===== src/rtl/loader_pkg.sv =====
// Shared types and control-word constants for the program loader.
// Bit map: [14]Cp [13]Ep [12]Lp [11]nLma [10]nLmd [9]nCE [8]nLr [7]nLi [6]nEi [5]nLa [4]Ea [3]sub [2]Eu [1]nLb [0]nLo.
package loader_pkg;

    typedef enum logic [2:0] {
        S_RUN,
        S_HOLD,
        S_WAIT,
        S_ADDR,
        S_DATA,
        S_WRITE,
        S_DONE
    } state_t;

    localparam int CP_BIT   = 14;
    localparam int EP_BIT   = 13;
    localparam int LP_BIT   = 12;
    localparam int NLMA_BIT = 11;
    localparam int NLMD_BIT = 10;
    localparam int NCE_BIT  = 9;
    localparam int NLR_BIT  = 8;
    localparam int NLI_BIT  = 7;
    localparam int NEI_BIT  = 6;
    localparam int NLA_BIT  = 5;
    localparam int EA_BIT   = 4;
    localparam int SUB_BIT  = 3;
    localparam int EU_BIT   = 2;
    localparam int NLB_BIT  = 1;
    localparam int NLO_BIT  = 0;

    localparam logic [14:0] IDLE_WORD  = 15'h0FE3;
    localparam logic [14:0] ADDR_WORD  = 15'h07E3;
    localparam logic [14:0] DATA_WORD  = 15'h0BE3;
    localparam logic [14:0] WRITE_WORD = 15'h0EE3;

endpackage


===== src/rtl/loader_ctrl_mux.sv =====
// Chooses between the CPU control word and the loader-generated word.
module loader_ctrl_mux #(
    parameter int CTRL_W = 15
) (
    input  logic              sel_loader,
    input  logic [CTRL_W-1:0] cpu_ctrl,
    input  logic [CTRL_W-1:0] loader_ctrl,
    output logic [CTRL_W-1:0] ctrl_out
);

    assign ctrl_out = sel_loader ? loader_ctrl : cpu_ctrl;

endmodule


===== src/rtl/program_loader_arbiter.sv =====
// Program-load arbiter: holds the CPU and writes host bytes into RAM.
// Define LOADER_CHECKSUM_EN to build the running byte checksum.
module program_loader_arbiter
    import loader_pkg::*;
#(
    parameter int RAM_DEPTH = 16,
    parameter int ADDR_W    = 4,
    parameter int CTRL_W    = 15
) (
    input  logic              clk,
    input  logic              rst_n,
    input  logic              load_req,
    input  logic [7:0]        data_in,
    input  logic              data_valid,
    output logic              data_ready,
    input  logic [CTRL_W-1:0] cpu_ctrl_in,
    output logic [CTRL_W-1:0] ctrl_out,
    output logic [7:0]        bus_out,
    output logic              bus_oe,
    output logic              cpu_rst_n,
    output logic              load_done,
    output logic [ADDR_W:0]   load_count,
    output logic [7:0]        checksum
);

    state_t              state, state_nx;
    logic [ADDR_W-1:0]   addr;
    logic [ADDR_W:0]     count;
    logic [7:0]          byte_q;
    logic [CTRL_W-1:0]   ldr_word;
    logic                last;
    logic                start;
    logic                take;

    assign last      = (addr == ADDR_W'(RAM_DEPTH - 1));
    assign start     = (state == S_RUN) && load_req;
    assign take      = (state == S_WAIT) && data_valid;
    assign cpu_rst_n = (state == S_RUN);
    assign load_count = count;

    always_comb begin
        state_nx   = state;
        ldr_word   = CTRL_W'(IDLE_WORD);
        bus_out    = '0;
        bus_oe     = 1'b0;
        data_ready = 1'b0;
        load_done  = 1'b0;
        unique case (state)
            S_RUN: begin
                if (load_req) state_nx = S_HOLD;
            end
            S_HOLD: state_nx = S_WAIT;
            S_WAIT: begin
                data_ready = 1'b1;
                if (data_valid)     state_nx = S_ADDR;
                else if (!load_req) state_nx = S_DONE;
            end
            S_ADDR: begin
                bus_out  = 8'(addr);
                bus_oe   = 1'b1;
                ldr_word = CTRL_W'(ADDR_WORD);
                state_nx = S_DATA;
            end
            S_DATA: begin
                bus_out  = byte_q;
                bus_oe   = 1'b1;
                ldr_word = CTRL_W'(DATA_WORD);
                state_nx = S_WRITE;
            end
            S_WRITE: begin
                ldr_word = CTRL_W'(WRITE_WORD);
                state_nx = (last || !load_req) ? S_DONE : S_WAIT;
            end
            S_DONE: begin
                load_done = 1'b1;
                state_nx  = S_RUN;
            end
            default: state_nx = S_RUN;
        endcase
    end

    always_ff @(posedge clk or negedge rst_n) begin
        if (!rst_n) begin
            state  <= S_RUN;
            addr   <= '0;
            count  <= '0;
            byte_q <= '0;
        end else begin
            state <= state_nx;
            if (start) begin
                addr  <= '0;
                count <= '0;
            end
            if (take) byte_q <= data_in;
            if (state == S_WRITE) begin
                addr <= addr + 1'b1;
                if (count != (ADDR_W+1)'(RAM_DEPTH)) count <= count + 1'b1;
            end
        end
    end

`ifdef LOADER_CHECKSUM_EN
    logic [7:0] sum_q;

    always_ff @(posedge clk or negedge rst_n) begin
        if (!rst_n) begin
            sum_q <= '0;
        end else if (start) begin
            sum_q <= '0;
        end else if (take) begin
            sum_q <= sum_q + data_in;
        end
    end

    assign checksum = sum_q;
`else
    assign checksum = 8'h00;
`endif

    loader_ctrl_mux #(
        .CTRL_W(CTRL_W)
    ) u_mux (
        .sel_loader (state != S_RUN),
        .cpu_ctrl   (cpu_ctrl_in),
        .loader_ctrl(ldr_word),
        .ctrl_out   (ctrl_out)
    );

endmodule


===== config.mk =====
export PLATFORM = sky130hd
export DESIGN_NAME = program_loader_arbiter
export DESIGN_NICKNAME = d
export VERILOG_FILES = /design/src/rtl/loader_pkg.sv /design/src/rtl/loader_ctrl_mux.sv /design/src/rtl/program_loader_arbiter.sv
export SDC_FILE = /design/constraint.sdc
export NUM_CORES = 1
export LEC_CHECK = 0
export CAP_MARGIN = 30
export CORE_MARGIN = 5
export CORE_UTILIZATION = 35
export DETAILED_ROUTE_END_ITERATION = 16
export GPL_TIMING_DRIVEN = 0
export PLACE_DENSITY = 0.75
export SLEW_MARGIN = 20
export SYNTH_ARGS = -nofsm -noshare
export SYNTH_HDL_FRONTEND = slang
export SYNTH_SLANG_ARGS = --single-unit

===== constraint.sdc =====
create_clock -name clk -period 1.4 [get_ports clk]
set_input_delay 0.35 -clock clk [delete_from_list [all_inputs] [get_ports clk]]
set_output_delay 0.35 -clock clk [all_outputs]
set_load 0.005 [all_outputs]

==> metrics.csv, run 1 <==
metric,value,unit
rsz0062_at_grt,true,
timing.hold.ws,0.3132,ns
synthTopCellsByArea,"dfrtp_1, mux2_4, buf_4",
yosysMostFrequentCell,dfrtp_1,
synth_top_flop_cell,dfrtp_1,
cts_tree,yes,
cts.path.max_buffers,2,
totalWireLength,4.275,mm
clk_pin_slew,0.08,ns
power.leakage,1.204,nW
hpwl,2.485,mm
synth-seq-cells,20,
final_area,2482,µm²
place.port_buffers,58,
drt-initial-drc-count,41,
fillers,291,
start_kind,flop,
top_usage_layer,met2,
vias,1361,
mappedNetlistArea,1280,µm²
gr-total-overflow,0,
cp.arrival,1.54,ns
cts_made_buffers,3,
die_y,70.48,µm
post_drt_wl_per_cell,15.32,µm
grt_max_degree,21,
setup_tns,-12.73,ns
area_delta_synth_final,93.94,%
grt_pass1_wl,6.851,mm
clockRootBuffer,clkbuf_8,
routed_via_density,4.878,
grt_pass1_vias,1420,
holdCritPathClass,in -> async,
final_antenna_net_count,0,
fp.dieArea,4967,µm²
yosysWarningCount,0,
critPathKind,reg -> out,
avgSynthCellArea,10.24,µm²
fin_crit_sh,1.351,
total_power,0.004664,W
cp.required,1.05,ns
fp.dieW,70.48,µm
synth-edff-count,0,
setup_violations,44,
vdd_ir_drop_max,1.080,mV
status,"complete, but fails checks",
async_reset_ff_frac,1.000,
row_count,22,
cap_viol_max_count,0,
use_met2,0.2942,
core_area,3606,µm²
hold_viol_final,0,
nets,262,
power_density,1879,nW/µm²
track_usage,0.1687,
yosysTopAreaCell,dfrtp_1,
place_congestion,0.7684,
synthCells,125,
layout-drive-gt1-share,0.5368,
setup_slack,-0.4912,ns
n_antenna_cell,0,
dpl-instance-area,1958,µm²
drtPass1Iterations,4,
synth_top_area_frac,0.3910,
ys_top_cells_by_count,"dfrtp_1, buf_4, a22o_1, and2_1, mux2_4",
met3_usage,0.04748,
cts_sinks,20,
cp_max_fo,4,
drv_slew,0,
start_util,0.3550,
max_freq,528.8,MHz
fin_util,0.6884,
clock_skew,0.001684,ns
met1_usage,0.2041,
final.min_clock_period,1.891,ns
clock_latency,0.26,ns
critPathCaptureType,output pin,
antenna_found_initial,0,
htreeDepth,1,
drcViolationCount,0,
violations,negative setup slack,
io_pins,67,
synthDistinctLibCells,35,
synth-seq-area-share,0.3910,
-- worst paths after layout --
path / cells after the start / startpoint / to / slack [ns]
max: 5 / state[1]$_DFFE_PN0P_ / ctrl_out[6] / -0.49
min: 1 / rst_n / byte_q[6]$_DFFE_PN0P_ / 0.31
max reg2reg: 5 / state[0]$_DFFE_PN0P_ / byte_q[3]$_DFFE_PN0P_ / -0.22
min reg2reg: 1 / byte_q[2]$_DFFE_PN0P_ / byte_q[2]$_DFFE_PN0P_ / 0.52
max in group asynchronous: 2 / rst_n / state[0]$_DFFE_PN0P_ / 0.66
min in group clk: 1 / byte_q[2]$_DFFE_PN0P_ / byte_q[2]$_DFFE_PN0P_ / 0.52
-- placed cells by master, fill, tap and decap left out, drive strengths merged, types with 4 or more instances in the layout --
| master | instances |
|---|---|
| conb | 8 |
| nor2 | 5 |
| clkbuf | 5 |
| dfrtp | 20 |
| nand2 | 5 |
| mux2 | 9 |
| clkdlybuf4s50 | 25 |
| dlygate4sd2 | 6 |
| nand3 | 5 |
| buf | 78 |
| or2b | 4 |
| inv | 5 |
| and3 | 4 |
| o21ai | 6 |
| a22o | 9 |
| and2 | 9 |
-- report_power, final --
group,switching (W),total [W],internal (W)
Clock,0.000204,0.000455,0.000251
Combinational,0.00124,0.00322,0.00198
Sequential,0.000180,0.000988,0.000808
-- kinds of logic after synthesis --
logic type / count (synthesis) / share of synthesized area
DFF: 20 / 0.3910
buffers and inverters: 20 / 0.09873
other: 1 / 0.002930
xor gates and xnor gates: 3 / 0.02053
and+or+nand+nor: 44 / 0.2131
AOI/OAI and AO/OA: 24 / 0.1339
adders and majority gates: 3 / 0.02933
muxes: 10 / 0.1105
-- routing by layer --
metal	routed length [µm]	up-vias
met4	37	0
met3	396	6
met5	0	-
met1	1729	656
met2	2112	68
li1	-	631
-- cell type report --
type | count | area [µm²] | share of cell area
clock buffer | 4 | 55.05 | 0.02218
buffer | 14 | 140.1 | 0.05645
multi-input combinational | 92 | 829.5 | 0.3342
timing repair buffer | 96 | 874.6 | 0.3523
inverter | 5 | 21.27 | 0.008569
sequential | 20 | 501.7 | 0.2021
tap | 48 | 60.06 | 0.02419
-- timing repair --
item	in CTS	in global routing
cloned	2	0
endpoints found under the setup margin	44	42
pin swaps	26	12
resized for setup	178	20
hold buffers	0	0
setup buffers	31	6
-- critical path, stage by stage, from the launching register on --
cell and delay (ns):
dfrtp_1 0.41, buf_6 0.13, nor3_4 0.25, buf_4 0.16, or2b_1 0.21, buf_2 0.13
-- registers in the layout (all words and copies together), names as in the netlist --
name	flops
addr	4
load_count	5
byte_q	8
state	3
-- through the flow --
| step | std cells | setup slack, ns |
|---|---|---|
| finish | 279 | -0.4912 |
| global route | 279 | -0.5813 |
| CTS | 273 | -0.5066 |
| detailed placement | 238 | -0.6336 |
| global placement | 238 | -0.6344 |
| floorplan | 132 | -0.01561 |
Note: power is estimated with default switching activity, not from simulation.
==> run 2, diff against run 1 <==
--- a/config.mk
+++ b/config.mk
@@ -8,6 +8,7 @@
 export CAP_MARGIN = 30
 export CORE_MARGIN = 5
 export CORE_UTILIZATION = 35
+export CTS_CLUSTER_SIZE = 24
 export DETAILED_ROUTE_END_ITERATION = 16
 export GPL_TIMING_DRIVEN = 0
 export PLACE_DENSITY = 0.75
==> results of run 2 <==
Final layout, timing and power as in run 1 (identical DEF).
==> run 3, diff against run 2 <==
--- a/config.mk
+++ b/config.mk
@@ -11,7 +11,7 @@
 export CTS_CLUSTER_SIZE = 24
 export DETAILED_ROUTE_END_ITERATION = 16
 export GPL_TIMING_DRIVEN = 0
-export PLACE_DENSITY = 0.75
+export PLACE_DENSITY = 0.8
 export SLEW_MARGIN = 20
 export SYNTH_ARGS = -nofsm -noshare
 export SYNTH_HDL_FRONTEND = slang
==> metrics.csv, run 3 (same netlist as run 1, synthesis figures left out) <==
metric,value,unit
cp.required,1.05,ns
largest_reg_flops,8,
final.min_clock_period,1.928,ns
routed_via_density,4.826,
place_congestion,0.8286,
core_area,3606,µm²
power.leakage,1.235,nW
ff2ff_path_depth,7,
crit_buf_inv,4,
multi_input_area,824.5,µm²
track_usage,0.1644,
vias,1361,
clock_skew,0.002258,ns
holdBufCountCts,0,
power_density,1924,nW/µm²
start_kind,flop,
critPathMaxStageDelay,0.40,ns
drcViolationCount,0,
die_y,70.48,µm
setup_slack,-0.5282,ns
post_drt_wl_per_cell,15.24,µm
fin_crit_sh,1.377,
cp.arrival,1.58,ns
holdCritPathClass,in -> async,
status,"complete, but fails checks",
r2r_slack,-0.37,ns
grt_max_degree,21,
hpwl,2.430,mm
io_pins,67,
clk_pin_slew,0.08,ns
final_cell_mix,"buf_4, buf_6, clkdlybuf4s50_1",
critPathKind,reg -> out,
path_cells,buf_6 > nor3_4 > buf_6 > buf_6 > or2b_1 > buf_2,
r2r-end,byte_q[0]$_DFFE_PN0P_,
grt_pass1_vias,1357,
cts_made_buffers,3,
nets,265,
clockRootBuffer,clkbuf_8,
grt_pass1_wl,6.596,mm
fp.dieArea,4967,µm²
start_util,0.3550,
cp_max_fo,4,
layout-drive-gt1-share,0.5299,
final_common_cell,buf_4,
antenna_found_initial,0,
cts_sinks,20,
fillers,277,
cts.path.max_buffers,2,
regArea,501.7,µm²
critPathCaptureType,output pin,
final_antenna_net_count,0,
max_freq,518.6,MHz
setup_tns,-16.25,ns
violations,negative setup slack,
row_count,22,
area_delta_synth_final,94.04,%
drv_slew,0,
totalWireLength,4.297,mm
place.port_buffers,58,
drtPass1Iterations,4,
rsz0062_at_grt,true,
reg2reg_from,state[0]$_DFFE_PN0P_,
cpMaxStageDelayCell,dfrtp_1,
top_register,byte_q,
clock_latency,0.26,ns
setup_violations,45,
cap_viol_max_count,0,
vdd_ir_drop_max,1.104,mV
critPathMostFrequentCell,buf_6,
gr-total-overflow,0,
n_antenna_cell,0,
cts_tree,yes,
total_power,0.004778,W
htreeDepth,1,
hold_viol_final,0,
crit_family,buffers and inverters,
drt-initial-drc-count,57,
fp.dieW,70.48,µm
## run 3: cell count changes in the layout (fill, tap and decap cells not counted), moves of 2 or more
| cell | previous run | this run |
|---|---|---|
| buf_4 | 23 | 30 |
| buf_2 | 16 | 19 |
| and3_4 | 4 | 1 |
| buf_8 | 1 | 3 |
| inv_1 | 3 | 5 |
| buf_6 | 37 | 27 |
| and3_1 | 0 | 3 |
## run 3: routing by layer
metal / share of wire / track usage
met1: 0.39 / 0.1922
met2: 0.51 / 0.2827
met3: 0.087 / 0.06763
met4: 0.016 / 0.02979
met5: 0 / 0
## run 3: area by class of cell
type,count,area share
tap,48,0.02418
clock inverter,1,0.01209
clock buffer,3,0.01662
timing repair buffer,101,0.3617
sequential,20,0.2020
buffer,12,0.04383
multi-input combinational,92,0.3320
inverter,5,0.007557
## run 3: report_power, final
part | switching, W | leakage (nW) | internal, W
registers | 0.000189 | 0.255 | 0.000809
clock network | 0.000195 | 0.0357 | 0.000381
logic | 0.00122 | 0.945 | 0.00198
## run 3: what timing repair did
item / CTS / global route
buffers inserted: 29 / 14
pin swaps: 27 / 14
gates cloned: 1 / 0
endpoints found under the setup margin: 47 / 44
resized for setup: 159 / 24
## run 3: worst max-delay path by stage
stage,start,to,slack (ns),cells after the start
finish,state[2]$_DFFE_PN0P_,ctrl_out[6],-0.53,6
floorplan,state[2]$_DFFE_PN0P_,ctrl_out[12],-0.02,4
CTS,state[1]$_DFFE_PN0P_,ctrl_out[0],-0.53,6
detailed placement,state[2]$_DFFE_PN0P_,ctrl_out[4],-0.63,5
global route,state[2]$_DFFE_PN0P_,ctrl_out[6],-0.61,6
global placement,state[0]$_DFFE_PN0P_,bus_out[3],-0.63,5
## run 3: stage by stage
| step | utilization | worst slack (ns) | hold WS, ns | std cells | area [µm²] |
|---|---|---|---|---|---|
| 5_1_grt | 0.6888 | -0.6092 | 0.3214 | 282 | 2484 |
| 3_5_place_dp | 0.5430 | -0.6336 | 0.5008 | 238 | 1958 |
| 2_1_floorplan | - | -0.01561 | 0.05441 | 132 | 1318 |
| 4_1_cts | 0.6437 | -0.5294 | 0.5197 | 271 | 2321 |
| 6_report | 0.6888 | -0.5282 | 0.3222 | 282 | 2484 |
| 3_3_place_gp | 0.5430 | -0.6320 | 0.4963 | 238 | 1958 |
